File: config.mk
export PLATFORM = sky130hd
export DESIGN_NAME = window_addr_gen
export DESIGN_NICKNAME = d
export VERILOG_FILES = /design/src/rtl/window_addr_gen.sv
export SDC_FILE = /design/constraint.sdc
export NUM_CORES = 1
export LEC_CHECK = 0
export CAP_MARGIN = 20
export CORE_MARGIN = 1
export CORE_UTILIZATION = 70
export DETAILED_ROUTE_END_ITERATION = 8
export DONT_BUFFER_PORTS = 1
export PLACE_DENSITY_LB_ADDON = 0.25
export SLEW_MARGIN = 15
export SYNTH_ARGS = -nofsm -noshare
export SYNTH_HDL_FRONTEND = slang
export SYNTH_SLANG_ARGS = --single-unit
File: constraint.sdc
create_clock -name clk -period 18.1 [get_ports clk]
set_input_delay 0 -clock clk [delete_from_list [all_inputs] [get_ports clk]]
set_output_delay 0 -clock clk [all_outputs]
set_load 0.02 [all_outputs]
File: src/rtl/window_addr_gen.sv
// window_addr_gen: raster tap/address sequencer for the masked 2D WOS filter.
// Emits one kernel column of read taps per output step plus result writes.
module window_addr_gen #(
  parameter int DIM_W   = 9,
  parameter int ADDR_W  = 10,
  parameter int MAX_K   = 25,
  parameter int W_DELAY = 2,
  localparam int KW     = $clog2(MAX_K + 1)
) (
  input  logic              clk,
  input  logic              rst,
  input  logic              start,
  input  logic              stall,
  input  logic [DIM_W-1:0]  img_h,
  input  logic [DIM_W-1:0]  img_w,
  input  logic [KW-1:0]     k_h,
  input  logic [KW-1:0]     k_w,
  input  logic              pad_mode,
  output logic [ADDR_W-1:0] r_addr,
  output logic              r_en,
  output logic              r_oob,
  output logic              col_last,
  output logic              row_start,
  output logic [ADDR_W-1:0] w_addr,
  output logic              w_en,
  output logic              busy,
  output logic              done
);

  localparam int SW = DIM_W + 2;
  localparam int DW = $clog2(W_DELAY + 1);
  localparam logic signed [SW-1:0] ONE = 1;

  typedef enum logic [2:0] {
    IDLE, RUN, ROW_END, DRAIN, DONE
  } state_t;

  state_t state;

  logic [DIM_W-1:0] h_q, w_q, y;
  logic [KW-1:0]    ry_q, rx_q;
  logic             pad_q;
  logic signed [SW-1:0] xc, dy;
  logic [DW-1:0]    dcnt;
  logic [W_DELAY-1:0] pv;
  logic [ADDR_W-1:0]  pa [W_DELAY];

  logic signed [SW-1:0] h_s, w_s, y_s, rx_s, ry_s;
  logic signed [SW-1:0] yc, cy, cx, xo;
  logic [KW-1:0]    rx_in, ry_in;
  logic [ADDR_W-1:0] ra, wa;
  logic oob, col_end, x_last, first, push, halt;

  assign h_s  = $signed(SW'(h_q));
  assign w_s  = $signed(SW'(w_q));
  assign y_s  = $signed(SW'(y));
  assign rx_s = $signed(SW'(rx_q));
  assign ry_s = $signed(SW'(ry_q));

  assign rx_in = k_w >> 1;
  assign ry_in = k_h >> 1;

  assign yc  = y_s + dy;
  assign oob = yc[SW-1] || (yc >= h_s) ||
               xc[SW-1] || (xc >= w_s);

  // Clamping is the identity for in-image taps.
  assign cy = yc[SW-1] ? '0 :
              (yc >= h_s) ? h_s - ONE : yc;
  assign cx = xc[SW-1] ? '0 :
              (xc >= w_s) ? w_s - ONE : xc;

  assign ra = (pad_q || !oob) ?
              ADDR_W'(cy) * ADDR_W'(w_s) + ADDR_W'(cx) :
              '0;

  assign col_end = (dy == ry_s);
  assign x_last  = (xc == w_s - ONE + rx_s);
  assign first   = (xc == -rx_s) && (dy == -ry_s);
  assign xo      = xc - rx_s;
  assign push    = (state == RUN) && col_end && !xo[SW-1];
  assign wa      = ADDR_W'(y_s) * ADDR_W'(w_s) + ADDR_W'(xo);

  assign halt = stall &&
    (state == RUN || state == ROW_END || state == DRAIN);

  always_ff @(posedge clk or negedge rst) begin
    if (!rst) begin
      state     <= IDLE;
      h_q       <= '0;
      w_q       <= '0;
      ry_q      <= '0;
      rx_q      <= '0;
      pad_q     <= 1'b0;
      y         <= '0;
      xc        <= '0;
      dy        <= '0;
      dcnt      <= '0;
      pv        <= '0;
      for (int i = 0; i < W_DELAY; i++)
        pa[i] <= '0;
      r_addr    <= '0;
      r_en      <= 1'b0;
      r_oob     <= 1'b0;
      col_last  <= 1'b0;
      row_start <= 1'b0;
      w_addr    <= '0;
      w_en      <= 1'b0;
      busy      <= 1'b0;
      done      <= 1'b0;
    end else begin
      r_addr    <= '0;
      r_en      <= 1'b0;
      r_oob     <= 1'b0;
      col_last  <= 1'b0;
      row_start <= 1'b0;
      w_en      <= 1'b0;
      done      <= 1'b0;

      if (!halt) begin
        pv[0] <= push;
        pa[0] <= wa;
        for (int i = 1; i < W_DELAY; i++) begin
          pv[i] <= pv[i-1];
          pa[i] <= pa[i-1];
        end
        w_en   <= pv[W_DELAY-1];
        w_addr <= pa[W_DELAY-1];
      end

      unique case (state)
        IDLE: begin
          if (start) begin
            h_q   <= img_h;
            w_q   <= img_w;
            ry_q  <= ry_in;
            rx_q  <= rx_in;
            pad_q <= pad_mode;
            y     <= '0;
            xc    <= -$signed(SW'(rx_in));
            dy    <= -$signed(SW'(ry_in));
            if (img_h == '0 || img_w == '0)
              state <= DONE;
            else
              state <= RUN;
          end
        end
        RUN: begin
          busy <= 1'b1;
          if (!halt) begin
            r_en      <= pad_q || !oob;
            r_oob     <= oob;
            r_addr    <= ra;
            col_last  <= col_end;
            row_start <= first;
            if (col_end) begin
              dy <= -ry_s;
              if (x_last)
                state <= ROW_END;
              else
                xc <= xc + ONE;
            end else begin
              dy <= dy + ONE;
            end
          end
        end
        ROW_END: begin
          if (!halt) begin
            xc <= -rx_s;
            if (y == h_q - DIM_W'(1)) begin
              state <= DRAIN;
              dcnt  <= '0;
            end else begin
              y     <= y + DIM_W'(1);
              state <= RUN;
            end
          end
        end
        DRAIN: begin
          if (!halt) begin
            if (dcnt == DW'(W_DELAY - 1)) begin
              state <= DONE;
              done  <= 1'b1;
              busy  <= 1'b0;
            end else begin
              dcnt <= dcnt + DW'(1);
            end
          end
        end
        DONE: begin
          // Normal frames pulse done on entry; empty frames pulse here.
          state <= IDLE;
          busy  <= 1'b0;
          done  <= !done;
        end
        default: state <= IDLE;
      endcase
    end
  end

endmodule

==> metrics.md <==
| Metric | Value |
|---|---|
| Run status | finished, violations left |
| Violations in the final reports | hold timing |
| Cell types occupying the most area after synthesis | sky130_fd_sc_hd__dfrtp_1 25%, sky130_fd_sc_hd__fa_1 11%, sky130_fd_sc_hd__ha_1 11% |
| Post-synth EDFFs | 0 |
| Peak supply drop | 0.000130 V |
| Initial core utilization | 0.725 |
| Total global-route track usage | 0.377 |
| Worst slew margin relative to its limit | 0.382 |
| Prevailing post-synth register cell | sky130_fd_sc_hd__dfrtp_1 |
| Total grt overflow | 0 |
| # resized after CTS | 0 |
| Critical-path cell with the highest stage delay | sky130_fd_sc_hd__dfrtp_1 |
| Vias in the first global route | 9568 |
| Top-level port count | 60 |
| Flops & latches, synth | 112 |
| Count of clock tree sinks | between 100 and 150 |
| Standard cell core area | approximately 15000 um^2 |
| Site Rows | 45 |
| Syn avg cell area | 8.61 um^2 |
| Final period utilization | 0.521 |
| Syn Nets | about 1500 |
| Min setup slack post-route | 8.68 ns |
| Clock transition time at the flip-flop clock pins of the worst setup and hold paths | 0.09 ns |
| Met2 GRT Util | 0.620 |
| Area fraction of the dominant cell type after synthesis | 0.250 |
| Pre-Repair DR Iteration Count | 6 |
| Worst-skew pair later-pin latency | 0.37 ns |
| Overall via count from detail_route | between 9000 and 10000 |
| Combinational share of power | 0.671 |
| Critical path fanouts, max | 15 |
| # Max-Cap Violations | 0 |
| Filler instances | roughly 1100 |
| Biggest area consumer among synthesized cells | sky130_fd_sc_hd__dfrtp_1 |
| Slew at the pin closest to its max-slew limit | 0.926 ns |
| Switching Share | 0.518 |
| Commonest cells in the netlist | 141 x sky130_fd_sc_hd__inv_1, 141 x sky130_fd_sc_hd__nand2_1, 112 x sky130_fd_sc_hd__dfrtp_1, 99 x sky130_fd_sc_hd__ha_1, 86 x sky130_fd_sc_hd__o21ai_0 |
| Arrival @ worst endpoint | 9.69 ns |
| Sequential area share after synthesis | 0.250 |
| Aggregate routed wire length | 29.3 mm |
| Vias per inst | 6.36 |
| Remaining DRCs | 0 |
| Initial drt markers | 864 |
| Final Slew Violations | 0 |
| Post-synthesis cell count | 1300 |
| Capturing element type of the critical path | flop |
| Required time of the critical path | 18.37 ns |
| Met3 track demand over resource | 0.0640 |
| Die outline area | 16500 um^2 |
| Post-layout net count | 1480 |
| Vertical extent of the die | about 130 um |
| Proportion of power drawn by flip-flops and latches | 0.233 |
| Yosys warns | 0 |
| Unrepaired setup endpoints after global routing | no |
| Final TNS setup | 0 ns |
| Number of buffers created by CTS | 9 |
| Met1 track utilization from global routing | 0.489 |
| GRT busiest layer | met2 |
| Final Skew | 0.0128 ns |
| Pwr/cell area | 193 nW/um^2 |
| CTS tree | yes |
| Distinct cell type count of the synthesized netlist | 67 |
| Worst setup path category | flop to flop |
| Largest net degree at the start of global routing | 113 |
| Leakage dissipation | between 5 and 6 nW |
| Area added between synthesis and finish | 6.45% |
| Final HPWL DP | 21.7 mm |
| Max Clk Rate | 106 MHz |
| Average wire length per cell after detail routing | just under 20 um |
| Max clock buf depth | 2 |
| Number of endpoints failing setup at the final stage | 0 |
| Switching power of the nets | around 1.2 mW |
| Clock power frac | 0.097 |
| Final hold viol count | 1 |
| FFs w/ async S/R, synth | 1.00 |
| Root cell of the clock tree | sky130_fd_sc_hd__clkbuf_16 |
| X dimension of the die | 128 um |
| Worst hold slack after final layout | -0.000297 ns |
| Minimum period implied by the final worst setup slack | 9.42 ns |
| Cell-internal power | between 1 and 1.5 mW |
| H-tree levels | 3 |
| CP max stage delay | between 0.5 and 0.6 ns |
| Ratio of cells with drive above 1 in the final layout | 0.0512 |
| Setup Slack @ Placement | 9.07 ns |
| Global-route wire length before repair | approximately 48 mm |
| I/O Buffers | 0 |
| Total standard cell area after synthesis | approximately 11000 um^2 |
| Post-route ant nets | 0 |
| Final RePlAce weighted congestion | 0.949 |
| Worst hold path type | primary input to flop |
| Antenna violations before repair | 1 |
| Startpoint types | flop |
## power groups by stage
| stage | combinational (mW) | sequential [mW] | clock [mW] |
|---|---|---|---|
| 3_5_place_dp | 1.48 | 0.532 | 0 |
| 4_1_cts | 1.52 | 0.527 | 0.224 |
| 3_3_place_gp | 1.43 | 0.526 | 0 |
| 2_1_floorplan | 1.22 | 0.428 | 0 |
| 6_report | 1.54 | 0.535 | 0.223 |
| 5_1_grt | 1.72 | 0.548 | 0.235 |
## kinds of logic after synthesis
family / share of synthesized area
AOI/OAI and AO/OA: 0.145
muxes: 0.0305
xor gates and xnor gates: 0.0963
adders and majority gates: 0.223
DFF: 0.250
and+or+nand+nor: 0.182
buffers and inverters: 0.0727
## layer usage
layer  share of wire  vias to the layer above
met3           0.096                      103
met5               0                        -
met4           0.039                        0
met1            0.40                     4542
met2            0.47                      512
li1                -                     4395
## worst max-delay path, delay by kind of cell (launching register included)
kind,cells,cell delay (ns)
DFF,1,0.59
and+or+nand+nor,6,1.21
AOI/OAI and AO/OA,14,3.44
adders and majority gates,9,3.82
buffers and inverters,4,0.26
## area by class of cell
type	instances	area, um^2	share of cell area
Antenna cell	1	2.50	0.000210
Inverter	143	537	0.0451
Clock inverter	7	108	0.00903
Multi-Input combinational cell	980	7590	0.637
Timing Repair Buffer	39	388	0.0326
Clock buffer	9	225	0.0189
Sequential cell	112	2800	0.235
Tap cell	211	264	0.0222
## worst paths after layout
kind                               startpoint               endpoint  slack, ns  cells after the start
min in group asynchronous                 rst  w_addr[2]$_DFFE_PN0N_       0.23                      2
max in group asynchronous                 rst    r_addr[8]$_DFF_PN0_      17.41                      2
setup reg to reg             y[0]$_DFFE_PN0P_    r_addr[9]$_DFF_PN0_       8.68                     33
setup / recovery             y[0]$_DFFE_PN0P_    r_addr[9]$_DFF_PN0_       8.68                     33
hold reg to reg            pa[15]$_DFFE_PN0N_     pa[15]$_DFFE_PN0N_       0.48                      2
hold / removal                         k_h[4]      dy[3]$_DFFE_PN0P_    -0.0003                      4
## metrics by stage
step                      utilization  total power, mW  std cells  area, um^2  hold WS (ns)
after CTS                       0.772             2.27       1501       11900       0.00148
after detailed placement        0.729             2.02       1454       11300        -0.294
after global routing            0.772             2.51       1502       11900        0.0521
after floorplan                     -             1.64       1300       11200        -0.296
after global placement          0.729             1.95       1454       11300        -0.293
final                           0.772             2.30       1502       11900     -0.000297
## repair_timing
action                                  CTS  global route
hold buffers                             31             0
endpoints found under the setup margin    0             0
endpoints found under the hold margin   155             0
buffers inserted                          0             0
## cells in the final DEF, fill, tap and decap left out, drive strengths merged, types with 4 or more instances in the layout
master / Yosys / routed
inv: 141 / 144
nand2: 141 / 141
dfrtp: 112 / 112
ha: 99 / 99
o21ai: 93 / 93
xnor2: 74 / 74
nor2: 74 / 74
fa: 63 / 63
a21oi: 61 / 61
nand3: 35 / 35
and2: 31 / 31
xor2: 31 / 31
and3: 30 / 30
dlygate4sd3: 0 / 30
nor3: 30 / 30
mux2: 25 / 25
a21o: 15 / 15
a211oi: 14 / 14
nand4: 14 / 14
nor4: 14 / 14
o211ai: 11 / 11
a31oi: 10 / 10
nor2b: 9 / 9
clkbuf: 54 / 9
buf: 11 / 9
or3: 8 / 8
o21bai: 7 / 7
or4: 7 / 7
xnor3: 7 / 7
o21a: 6 / 6
mux2i: 6 / 6
nand2b: 6 / 6
o22ai: 6 / 6
nor3b: 5 / 5
o22a: 5 / 5
a22oi: 5 / 5
clkinv: 2 / 5
and4: 4 / 4
o31ai: 4 / 4
## flip-flops by register name, summed over array words and instances, names as in the netlist
name	cells
busy	1
col_last	1
dcnt	2
done	1
dy	11
h_q	9
pa	20
pad_q	1
pv	2
r_addr	10
r_en	1
r_oob	1
row_start	1
rx_q	4
ry_q	4
state	3
w_addr	10
w_en	1
w_q	9
xc	11
y	9
No activity file was read; power rests on OpenSTA's default activity.
